**src/rtl/afifo_pkg.sv**
```systemverilog
// afifo_pkg: shared state encodings and data width default for the afifo read side
package afifo_pkg;
  localparam int DSIZE_DEF = 8;
  typedef enum logic [1:0] {
    ST_IDLE   = 2'd0,
    ST_ACTIVE = 2'd1,
    ST_FLUSH  = 2'd2
  } state_e;
endpackage

```
**src/rtl/afifo_rd_stream.sv**
```systemverilog
// afifo_rd_stream: pops a FWFT afifo into a 2-entry skid buffer and presents a valid/ready stream
// Ports: i_clk/i_rst_n read-domain clock and async active-low reset; o_fifo_rd pop strobe,
// i_fifo_rdata/i_fifo_rempty afifo read side; o_valid/o_data/i_ready output stream;
// i_flush level-sensitive discard; o_busy state != IDLE; o_count handshakes delivered (wraps).
module afifo_rd_stream
  import afifo_pkg::*;
#(
  parameter int DSIZE    = DSIZE_DEF,
  parameter int CW       = 16,
  parameter int EMPTY_QT = 2
) (
  input  logic             i_clk,
  input  logic             i_rst_n,
  output logic             o_fifo_rd,
  input  logic [DSIZE-1:0] i_fifo_rdata,
  input  logic             i_fifo_rempty,
  output logic             o_valid,
  output logic [DSIZE-1:0] o_data,
  input  logic             i_ready,
  input  logic             i_flush,
  output logic             o_busy,
  output logic [CW-1:0]    o_count
);
  localparam int EW = $clog2(EMPTY_QT + 1);
  state_e           state_q, state_d;
  logic [1:0]       occ_q, occ_d;
  logic [DSIZE-1:0] head_q, head_d, tail_q, tail_d;
  logic [CW-1:0]    count_q, count_d;
  logic [EW-1:0]    erun_q, erun_d;
  logic             pop, push, cons;
  // pop depends only on registered state plus FIFO/flush inputs, never on i_ready
  always_comb begin
    pop     = !i_fifo_rempty && (state_q == ST_FLUSH || occ_q != 2'd2) && !i_flush;
    push    = pop && state_q != ST_FLUSH;
    cons    = (occ_q != 2'd0) && i_ready;
    occ_d   = i_flush ? 2'd0 : occ_q + {1'b0, push} - {1'b0, cons};
    head_d  = (push && (occ_q == 2'd0 || cons)) ? i_fifo_rdata
            : (cons && occ_q == 2'd2)           ? tail_q
            :                                     head_q;
    tail_d  = (push && occ_q == 2'd1 && !cons) ? i_fifo_rdata : tail_q;
    count_d = count_q + CW'(cons);
    // counts consecutive empty cycles seen while in FLUSH, saturating
    erun_d  = (state_q == ST_FLUSH && i_fifo_rempty)
            ? ((erun_q == EW'(EMPTY_QT)) ? erun_q : erun_q + EW'(1))
            : '0;
    state_d = i_flush                 ? ST_FLUSH
            : (state_q == ST_IDLE)    ? (pop ? ST_ACTIVE : ST_IDLE)
            : (state_q == ST_ACTIVE)  ? ((occ_d == 2'd0 && i_fifo_rempty) ? ST_IDLE : ST_ACTIVE)
            : (erun_d == EW'(EMPTY_QT)) ? ST_IDLE : ST_FLUSH;
  end
  always_ff @(posedge i_clk or negedge i_rst_n) begin
    if (!i_rst_n) begin
      state_q <= ST_IDLE;
      occ_q   <= '0;
      head_q  <= '0;
      tail_q  <= '0;
      count_q <= '0;
      erun_q  <= '0;
    end else begin
      state_q <= state_d;
      occ_q   <= occ_d;
      head_q  <= head_d;
      tail_q  <= tail_d;
      count_q <= count_d;
      erun_q  <= erun_d;
    end
  end
  assign o_fifo_rd = pop;
  assign o_valid   = occ_q != 2'd0;
  assign o_data    = head_q;
  assign o_busy    = state_q != ST_IDLE;
  assign o_count   = count_q;
endmodule

```
**config.mk**
```make
export PLATFORM = sky130hd
export DESIGN_NAME = afifo_rd_stream
export DESIGN_NICKNAME = d
export VERILOG_FILES = /design/src/rtl/afifo_pkg.sv /design/src/rtl/afifo_rd_stream.sv
export SDC_FILE = /design/constraint.sdc
export NUM_CORES = 1
export LEC_CHECK = 0
export CAP_MARGIN = 20
export CORE_MARGIN = 10
export CORE_UTILIZATION = 40
export CTS_BUF_LIST = sky130_fd_sc_hd__clkbuf_2
export DETAILED_ROUTE_END_ITERATION = 16
export PLACE_DENSITY = 0.64
export SYNTH_ARGS = -nofsm -noshare
export SYNTH_HDL_FRONTEND = slang
export SYNTH_SLANG_ARGS = --single-unit
```
**constraint.sdc**
```tcl
create_clock -name i_clk -period 2.5 [get_ports i_clk]
set_input_delay 0.375 -clock i_clk [delete_from_list [all_inputs] [get_ports i_clk]]
set_output_delay 0.375 -clock i_clk [all_outputs]
set_load 0.01 [all_outputs]
```
==> metrics.yaml <==
status:
  status: "finished clean"
pwr:
  pwr-share-comb_pct: 37.1
  p_sw_uw: 516
  peakVddDrop_mv: 0.356
  p_per_area_nw_per_um2: 757
  p_int_mw: 1.18
  seq_power_share_pct: 49.2
  clock_power_share_pct: 13.7
  sw_frac_of_total_pct: 30.3
  p_leak_nw: 1.11
synth:
  ys.flop_type: "dfrtp_1"
  synth.area.top_cells: "dfrtp_1 (56%), mux2_2 (5.3%), xnor2_1 (4.7%)"
  synth-edff-count: 0
  syn-instance-count: 131
  ys_seq_elements: 38
  syn_nets: 149
  yosys_warnings: 0
  netlist_area_um2: 1690
  synth_top_area_share_pct: 56.3
  async_reset_ff_share_pct: 100
  syn_area_per_cell_um2: 12.9
  ys_seq_area_share_pct: 56.3
  synth_top_area_cell: "dfrtp_1"
  synth_cell_types: 31
drt:
  routed_via_density: 5.00
  wire_per_inst_um: 14.6
  drt_wl_total_um: 3410
  drtAntennaViolNets: 0
  drt_iter0_drc: 51
  drc: 0
  via_count: 1170
  dr.pass1.iters: 4
critical_path:
  cp_data_arrival_time_ns: 2.60
  end_kind: "flop"
  worstPathRequired_ns: 2.79
  path_max_fanout: 5
  slowest_stage: "or4_4"
  r2r-end: "state_q[0]"
  worstRegToRegCells: 9
  worst_path_most_repeated_cell: "ha_1"
  critPathMaxStageDelay_ns: 0.49
  startpoint: "state_q[1]"
  crit_chain: "nor2b_4, or4_4, ha_1, inv_1, ha_1, xnor3_4, nor2_2, o32ai_1, nor3_1"
  r2r_slack_ns: 0.19
  reg2reg_from: "state_q[1]"
  start_kind: "flop"
  path_class: "flop to flop"
clocking:
  holdBufCountCts: 0
  cts_tree: "built"
  cts_htree_levels: 2
  clock_latency_ns: 0.35
  cts_root_buffer: "clkbuf_2"
  cts_buffer_depth: 2
  clock_sinks: 38
  path_clk_slew_ns: 0.17
  cts_buffers: 5
sta:
  fmax_mhz: 433
  worst_pin_slew_ns: 0.817
  finClkSkew_ns: 0.00539
  final-max-slew-violation-count: 0
  setup_viol: 0
  timing.slew.headroom_pct: 45.5
  hold_violations: 0
  hold_slack_ns: 0.0916
  rsz0062_at_grt: "no"
  fin_crit_ns: 2.31
  post-route-period-util_pct: 92.3
cells_and_area:
  drive_gt1_share_pct: 19.0
  mostFrequentLayoutCells: "clkdlybuf4s50_1 (38), dfrtp_1 (37), nand3_1 (9), xnor2_1 (9)"
  layout.nets: 203
  final_common_cell: "clkdlybuf4s50_1"
  nFillCells: 357
  fin_cells: 234
  regArea_um2: 952
  multiInputGateArea_um2: 717
  syn_to_final_growth_pct: 33.0
  diodes: 0
place:
  finalWeightedCongestion: 0.768
  port_buffers: 39
  dpl.cell_count: 224
  dp_hpwl_um: 2640
floorplanning:
  die_h_um: 85.0
  core-area_um2: 4030
  io_pins: 40
  die_w_um: 85.0
  start_util_pct: 41.9
  die-area_um2: 7220
  rows: 23
global_routing:
  grt_first_pass_wirelength_um: 5980
  grt.total_usage_pct: 10.1
  grt-ovfl-total: 0
  grt_start_max_net_pins: 39
  antenna_found_initial: 0
  grt_pass1_vias: 1246
min_path:
  hp-class: "input pin to async pin"
run:
  drv_cap: 0
[sequential cells by signal, summed over array words and instances, names as in the netlist]
| name | flops |
|---|---|
| occ_q | 2 |
| o_data | 8 |
| o_count | 16 |
| erun_q | 2 |
| state_q | 2 |
| tail_q | 8 |
[cells in the mapped netlist, types with 2 or more instances]
library cell / instances
mux2_2: 8
and3_1: 5
nor3_1: 2
or2_2: 2
a21o_1: 8
dfrtp_1: 38
xnor2_1: 9
nand2_1: 4
inv_1: 5
and4_1: 2
nor2_1: 5
xor2_1: 5
a22o_1: 8
ha_1: 5
nand3_1: 9
[cells by family after synthesis]
logic type	share of synthesized area, %
fa+ha+maj	3.71
buf+inv	1.33
flops	56.3
simple gates	15.4
compound gates	9.04
mux	5.34
xor+xnor	8.82
[area by class of cell]
| cell class | instances | area share, % |
|---|---|---|
| timing repair buffer | 48 | 20.7 |
| sequential | 38 | 42.4 |
| clock inverter | 1 | 0.167 |
| clock buffer | 5 | 1.11 |
| inverter | 5 | 0.836 |
| tap | 50 | 2.79 |
| multi-input combinational | 87 | 31.9 |
[through the flow]
| stage | total power, mW | cell area (µm²) | util (%) | setup slack [ns] | TNS [ns] |
|---|---|---|---|---|---|
| 3_3_place_gp | 1.44 | 2180 | 54.2 | -0.0417 | -0.0417 |
| 5_1_grt | 1.83 | 2240 | 55.7 | 0.0214 | 0 |
| 4_1_cts | 1.70 | 2210 | 54.9 | 0.111 | 0 |
| 2_1_floorplan | 1.14 | 1690 | - | 0.281 | 0 |
| 6_report | 1.70 | 2240 | 55.7 | 0.192 | 0 |
| 3_5_place_dp | 1.46 | 2180 | 54.2 | -0.170 | -0.170 |
[critical path: cells and delay by family, from the launching register on]
kind	cells	cell delay, ns
AND/OR/NAND/NOR	4	0.88
adder cells (fa/ha/maj)	2	0.46
flip-flops	1	0.43
XOR/XNOR	1	0.32
AO/OA/AOI/OAI	1	0.09
buffers and inverters	1	0.06
[routing by layer]
metal	vias to the layer above	GRT usage (%)	part of all wire (%)	wire, µm
met5	-	0	0	0
li1	572	-	-	-
met1	570	11.4	43	1450
met3	2	4.97	6.4	217
met2	26	16.4	51	1730
met4	0	2.69	0.35	12
[power groups by stage]
stage               combinational, mW  clock [mW]  sequential [mW]
global placement                0.588           0            0.850
CTS                             0.606       0.249            0.845
detailed placement              0.604           0            0.858
floorplan                       0.259           0            0.880
finish                          0.630       0.233            0.836
global route                    0.695       0.280            0.857
[worst max-delay path by stage]
stage	to	cells past startpoint
after global placement	state_q[0]	9
after floorplan	state_q[0]	9
after CTS	state_q[0]	9
after global routing	state_q[0]	9
after detailed placement	state_q[0]	9
final	state_q[0]	9
[repair_timing]
| action | CTS | global route |
|---|---|---|
| buffers inserted | 0 | 4 |
| gates resized for setup | 0 | 2 |
| setup endpoints to repair | 0 | 1 |
(Power assumes the default switching activity.)
